===== src/rtl/board_io_ctrl.sv =====
// Board I/O: key/switch sync and debounce, key events, registered HEX digits.
// Define BOARD_IO_BLINK_EN to build per-digit blinking driven by hex_blink.
module board_io_debounce #(
    parameter int   W         = 1,
    parameter int   DB_CYCLES = 2,
    parameter logic RST_VAL   = 1'b0
) (
    input  logic         clk,
    input  logic         reset,
    input  logic [W-1:0] raw,
    output logic [W-1:0] level
);
    localparam int CW = (DB_CYCLES > 1) ? $clog2(DB_CYCLES) : 1;
    localparam logic [CW-1:0] CNT_MAX = CW'(DB_CYCLES - 1);

    logic [W-1:0]  s1;
    logic [W-1:0]  s2;
    logic [CW-1:0] cnt [W];

    always_ff @(posedge clk) begin
        if (reset) begin
            s1    <= {W{RST_VAL}};
            s2    <= {W{RST_VAL}};
            level <= {W{RST_VAL}};
            for (int i = 0; i < W; i++) begin
                cnt[i] <= '0;
            end
        end else begin
            s1 <= raw;
            s2 <= s1;
            for (int i = 0; i < W; i++) begin
                if (s2[i] == level[i]) begin
                    cnt[i] <= '0;
                end else if (cnt[i] == CNT_MAX) begin
                    level[i] <= s2[i];
                    cnt[i]   <= '0;
                end else begin
                    cnt[i] <= cnt[i] + 1'b1;
                end
            end
        end
    end
endmodule

module board_io_ctrl #(
    parameter int W_KEY        = 4,
    parameter int W_SW         = 18,
    parameter int N_HEX        = 8,
    parameter int DB_CYCLES    = 500000,
    parameter int BLINK_CYCLES = 12500000
) (
    input  logic               clk,
    input  logic               reset,
    input  logic [W_KEY-1:0]   key_raw,
    input  logic [W_SW-1:0]    sw_raw,
    output logic [W_KEY-1:0]   key_level,
    output logic [W_KEY-1:0]   key_press,
    output logic [W_KEY-1:0]   key_pend,
    input  logic [W_KEY-1:0]   key_pend_clr,
    output logic [W_SW-1:0]    sw_level,
    output logic               sw_change,
    input  logic               hex_we,
    input  logic [4*N_HEX-1:0] hex_wdata,
    input  logic [N_HEX-1:0]   hex_wblank,
    input  logic [N_HEX-1:0]   hex_blink,
    output logic [7*N_HEX-1:0] hex_seg
);
    logic [W_KEY-1:0]   key_stb;
    logic [W_KEY-1:0]   key_lvl_q;
    logic [W_SW-1:0]    sw_q;
    logic [4*N_HEX-1:0] hex_val;
    logic [N_HEX-1:0]   hex_blank;
    logic [N_HEX-1:0]   hex_off;

    // Keys idle high on the board, so their pipeline resets to "released".
    board_io_debounce #(
        .W         (W_KEY),
        .DB_CYCLES (DB_CYCLES),
        .RST_VAL   (1'b1)
    ) u_key_db (
        .clk   (clk),
        .reset (reset),
        .raw   (key_raw),
        .level (key_stb)
    );

    board_io_debounce #(
        .W         (W_SW),
        .DB_CYCLES (DB_CYCLES),
        .RST_VAL   (1'b0)
    ) u_sw_db (
        .clk   (clk),
        .reset (reset),
        .raw   (sw_raw),
        .level (sw_level)
    );

    assign key_level = ~key_stb;

    always_ff @(posedge clk) begin
        if (reset) begin
            key_lvl_q <= '0;
            key_press <= '0;
            key_pend  <= '0;
            sw_q      <= '0;
            sw_change <= 1'b0;
        end else begin
            key_lvl_q <= key_level;
            key_press <= key_level & ~key_lvl_q;
            key_pend  <= (key_pend & ~key_pend_clr) | key_press;
            sw_q      <= sw_level;
            sw_change <= |(sw_level ^ sw_q);
        end
    end

    function automatic logic [6:0] seg7(input logic [3:0] n);
        logic [6:0] s;
        s = 7'h7F;
        case (n)
            4'h0: s = 7'h40;
            4'h1: s = 7'h79;
            4'h2: s = 7'h24;
            4'h3: s = 7'h30;
            4'h4: s = 7'h19;
            4'h5: s = 7'h12;
            4'h6: s = 7'h02;
            4'h7: s = 7'h78;
            4'h8: s = 7'h00;
            4'h9: s = 7'h10;
            4'hA: s = 7'h08;
            4'hB: s = 7'h03;
            4'hC: s = 7'h46;
            4'hD: s = 7'h21;
            4'hE: s = 7'h06;
            4'hF: s = 7'h0E;
            default: s = 7'h7F;
        endcase
        return s;
    endfunction

`ifdef BOARD_IO_BLINK_EN
    localparam int BW = (BLINK_CYCLES > 1) ? $clog2(BLINK_CYCLES) : 1;
    localparam logic [BW-1:0] BLINK_MAX = BW'(BLINK_CYCLES - 1);

    logic [BW-1:0] blink_cnt;
    logic          blink_off;

    always_ff @(posedge clk) begin
        if (reset) begin
            blink_cnt <= '0;
            blink_off <= 1'b0;
        end else if (blink_cnt == BLINK_MAX) begin
            blink_cnt <= '0;
            blink_off <= ~blink_off;
        end else begin
            blink_cnt <= blink_cnt + 1'b1;
        end
    end

    assign hex_off = hex_blank | (hex_blink & {N_HEX{blink_off}});
`else
    logic unused_blink;
    assign unused_blink = ^{hex_blink, BLINK_CYCLES[0]};
    assign hex_off      = hex_blank;
`endif

    always_ff @(posedge clk) begin
        if (reset) begin
            hex_val   <= '0;
            hex_blank <= '1;
            hex_seg   <= '1;
        end else begin
            if (hex_we) begin
                hex_val   <= hex_wdata;
                hex_blank <= hex_wblank;
            end
            for (int d = 0; d < N_HEX; d++) begin
                hex_seg[7*d +: 7] <= hex_off[d] ? 7'h7F
                                   : seg7(hex_val[4*d +: 4]);
            end
        end
    end
endmodule


===== config.mk =====
export PLATFORM = sky130hd
export DESIGN_NAME = board_io_ctrl
export DESIGN_NICKNAME = d
export VERILOG_FILES = /design/src/rtl/board_io_ctrl.sv
export SDC_FILE = /design/constraint.sdc
export NUM_CORES = 1
export LEC_CHECK = 0
export CORE_MARGIN = 2
export CORE_UTILIZATION = 60
export CTS_CLUSTER_SIZE = 40
export DETAILED_ROUTE_END_ITERATION = 16
export MAX_ROUTING_LAYER = met4
export PLACE_DENSITY = 0.8
export SYNTH_ARGS = -nofsm -noshare
export SYNTH_HDL_FRONTEND = slang
export SYNTH_SLANG_ARGS = --single-unit

===== constraint.sdc =====
create_clock -name clk -period 2.6 [get_ports clk]
set_clock_uncertainty 0.05 [all_clocks]
set_input_delay 0.39 -clock clk [delete_from_list [all_inputs] [get_ports clk]]
set_output_delay 0.39 -clock clk [all_outputs]
set_load 0.1 [all_outputs]

==> run summary <==
Share of post-route cells with drive strength above 1 = 7.701%
Post-route minimum period = 2.373 ns
Status = complete, no violations
Final Max Slew Viols = 0
ANT nets after route = 0
Placed insts = 4,122
HP Class = in2reg
Gr ovfl total = 0
Worst Setup Path Type = reg2reg
DP HPWL = 43,850 um
Die height = 230.3 um
Finished Core Util = 72.76%
Latest clock arrival within the worst-skew pair = 0.60 ns
Leakage power = 13.15 nW
Post-CTS Setup Bufs = 0
Ys async rst share = 0%
Post-synthesis xor/xnor area fraction = 8.834%
Core Region = 50,380 um^2
Antenna violations before repair = 0
Final setup TNS = 0 ns
Largest net degree at the start of global routing = 89
Std cell rows = 82
Adder-Cell Fraction of Synth Area = 2.850%
Clock Sinks = 611
Synthesis-to-layout area growth = 19.26%
Post-cts hold buffer count = 0
Total wire length = 62,220 um
CP required = 2.87 ns
CP endpoint kind = flip-flop
Hold Violations, Final = 0
CP Launch Type = flip-flop
Antenna diodes = 0
Via density = 5.467
# setup viols final = 0
# Max-Cap Violations = 0
Clock-pin slew on the worst setup and hold paths = 0.05 ns
IO Count = 164
Count of cell types in the netlist = 63
Root buf cell = clkbuf_16
Synthesized instance count = 2,929
Final nets = 3,665
Slew margin rel. = 54.61%
Vias = 23,197
Compound-gate portion of the synthesized area = 7.409%
FF+latch count, synth = 611
Slew @ Worst Pin = 0.6803 ns
Register area share after synthesis = 53.41%
Number of flops mapped to enable cells by yosys = 418
Vias in the first global route = 22,511
Power per cell area = 604.4 nW/um^2
Starting Density = 61.01%
Max VDD drop = 0.0005233 V
Die area = 53,050 um^2
Main combinational cell family by area after synthesis = simple AND/OR/NAND/NOR gates
# DRC = 0
Post-synthesis simple-gate area fraction = 22.54%
Final GP Congestion = 0.8765
Area fraction of the dominant cell type after synthesis = 40.84%
Total iterations of the first detailed-routing run = 6
Die W = 230.3 um
Yosys warns = 0
RSZ-0062 raised after global routing = false
Synth Area per Inst = 10.49 um^2
Total GRT Usage = 24.33%
Num CTS Buffers = 66
I/O Buffers = 155
Main area contributors after synthesis = edfxtp_1 41%, dfxtp_1 13%, xor2_1 5.0%, nor2_1 4.8%, xnor2_1 3.8%
Critical Path Fanout Max = 17
H-tree lvl count = 3
Tcrit/Tclk final = 91.28%
Crit path DAT = 2.64 ns
Area leader, netlist = edfxtp_1
Post-DR wirelength/cell = 14.66 um
FMAX = 421.3 MHz
Mux contribution to synthesized area = 2.434%
Longest Clk Path Bufs = 3
First-pass GRT wire length = 104,900 um
Synthesized area = 30,740 um^2
Post-synth top flop = edfxtp_1
Cts repair resizes = 0
Iteration-0 DRC Markers = 1,520
TritonCTS clock tree = done
Finished Layout Cells = 4,243
## through the flow
| step | worst slack, ns | power [mW] | hold WS (ns) | area (um^2) |
|---|---|---|---|---|
| floorplan | 0.3575 | 12.28 | 0.3173 | 32300 |
| global placement | 0.1897 | 12.65 | 0.3221 | 34410 |
| detailed placement | 0.01068 | 12.72 | 0.3271 | 34410 |
| CTS | 0.03268 | 22.32 | 0.1491 | 36650 |
| global route | 0.1277 | 22.94 | 0.1626 | 36650 |
| finish | 0.2266 | 22.15 | 0.1652 | 36650 |
## worst paths after layout
path	startpoint	end	slack (ns)	cells past startpoint
hold / removal	reset	u_key_db.level[0]	0.17	3
hold reg to reg	key_lvl_q[3]	key_press[3]	0.33	1
setup / recovery	u_sw_db.cnt[0][30]	u_sw_db.cnt[0][31]	0.23	4
setup reg to reg	u_sw_db.cnt[0][30]	u_sw_db.cnt[0][31]	0.23	4
## critical path, stage by stage, from the launching register on
cell	delay (ns)
edfxtp_1	0.47
or4_1	0.54
or4_4	0.55
o21bai_4	0.37
nor2_1	0.12
## logic make-up (layout without fill, tap and decap cells)
family                     Yosys count  count (layout)
muxes                               66              66
other                                1             418
and+or+nand+nor                   1310            1310
adders and majority gates           70              70
DFF                                611             611
xor gates and xnor gates           310             310
buffers and inverters              197             422
AOI/OAI and AO/OA                  364             364
## Yosys cell counts (41+ instances only)
cell type and n:
edfxtp_1 418, nor2_1 393, dfxtp_1 193, nand2_1 182
xor2_1 176, nand3_1 146, xnor2_1 134, a21oi_1 126
nand4_1 117, inv_1 113, o21ai_0 93, or3_1 88
ha_1 70, clkbuf_1 62, mux2i_1 59, nor2b_1 57
or4_1 54, and4_1 48, nor4_1 45, nor3_1 44
o31ai_1 41
## sequential cells by signal, summed over array words and instances, names as in the netlist, 8 cells and up
| register | flops |
|---|---|
| u_sw_db.cnt | 342 |
| u_sw_db.s2 | 18 |
| sw_q | 18 |
| u_sw_db.level | 18 |
| u_sw_db.s1 | 18 |
| u_key_db.cnt | 76 |
| hex_blank | 8 |
| hex_seg | 56 |
| hex_val | 32 |
## area by class of cell
class	count	area [um^2]
clock buffers	100	2008
clock inverters	21	231.5
fillers	3580	13720
inverters	113	424.2
multi-input cells	2538	15120
flip-flops and latches	611	16420
well taps	672	840.8
repair buffers	188	1615
## placed cells by master (no fill, tap or decap), types with 70 or more instances in the layout
cell         n
a21oi_1    126
buf_4      117
clkbuf_16   73
conb_1     418
dfxtp_1    193
edfxtp_1   418
ha_1        70
inv_1      112
nand2_1    182
nand3_1    146
nand4_1    117
nor2_1     393
o21ai_0     93
or3_1       88
xnor2_1    134
xor2_1     176
## where the power goes
| group | total [mW] | switching, mW | internal [mW] |
|---|---|---|---|
| combinational | 1.37 | 0.848 | 0.523 |
| clock | 9.59 | 3.75 | 5.83 |
| sequential | 11.2 | 0.423 | 10.8 |
## routing by layer
metal | vias up | global-route usage (%) | routed length (um)
met5 | - | - | 0
met4 | 0 | 8.569 | 1663
met3 | 136 | 4.101 | 3002
met2 | 575 | 41.57 | 31000
met1 | 10977 | 29.18 | 26560
li1 | 11509 | - | -
Note: power is estimated with default switching activity, not from simulation.
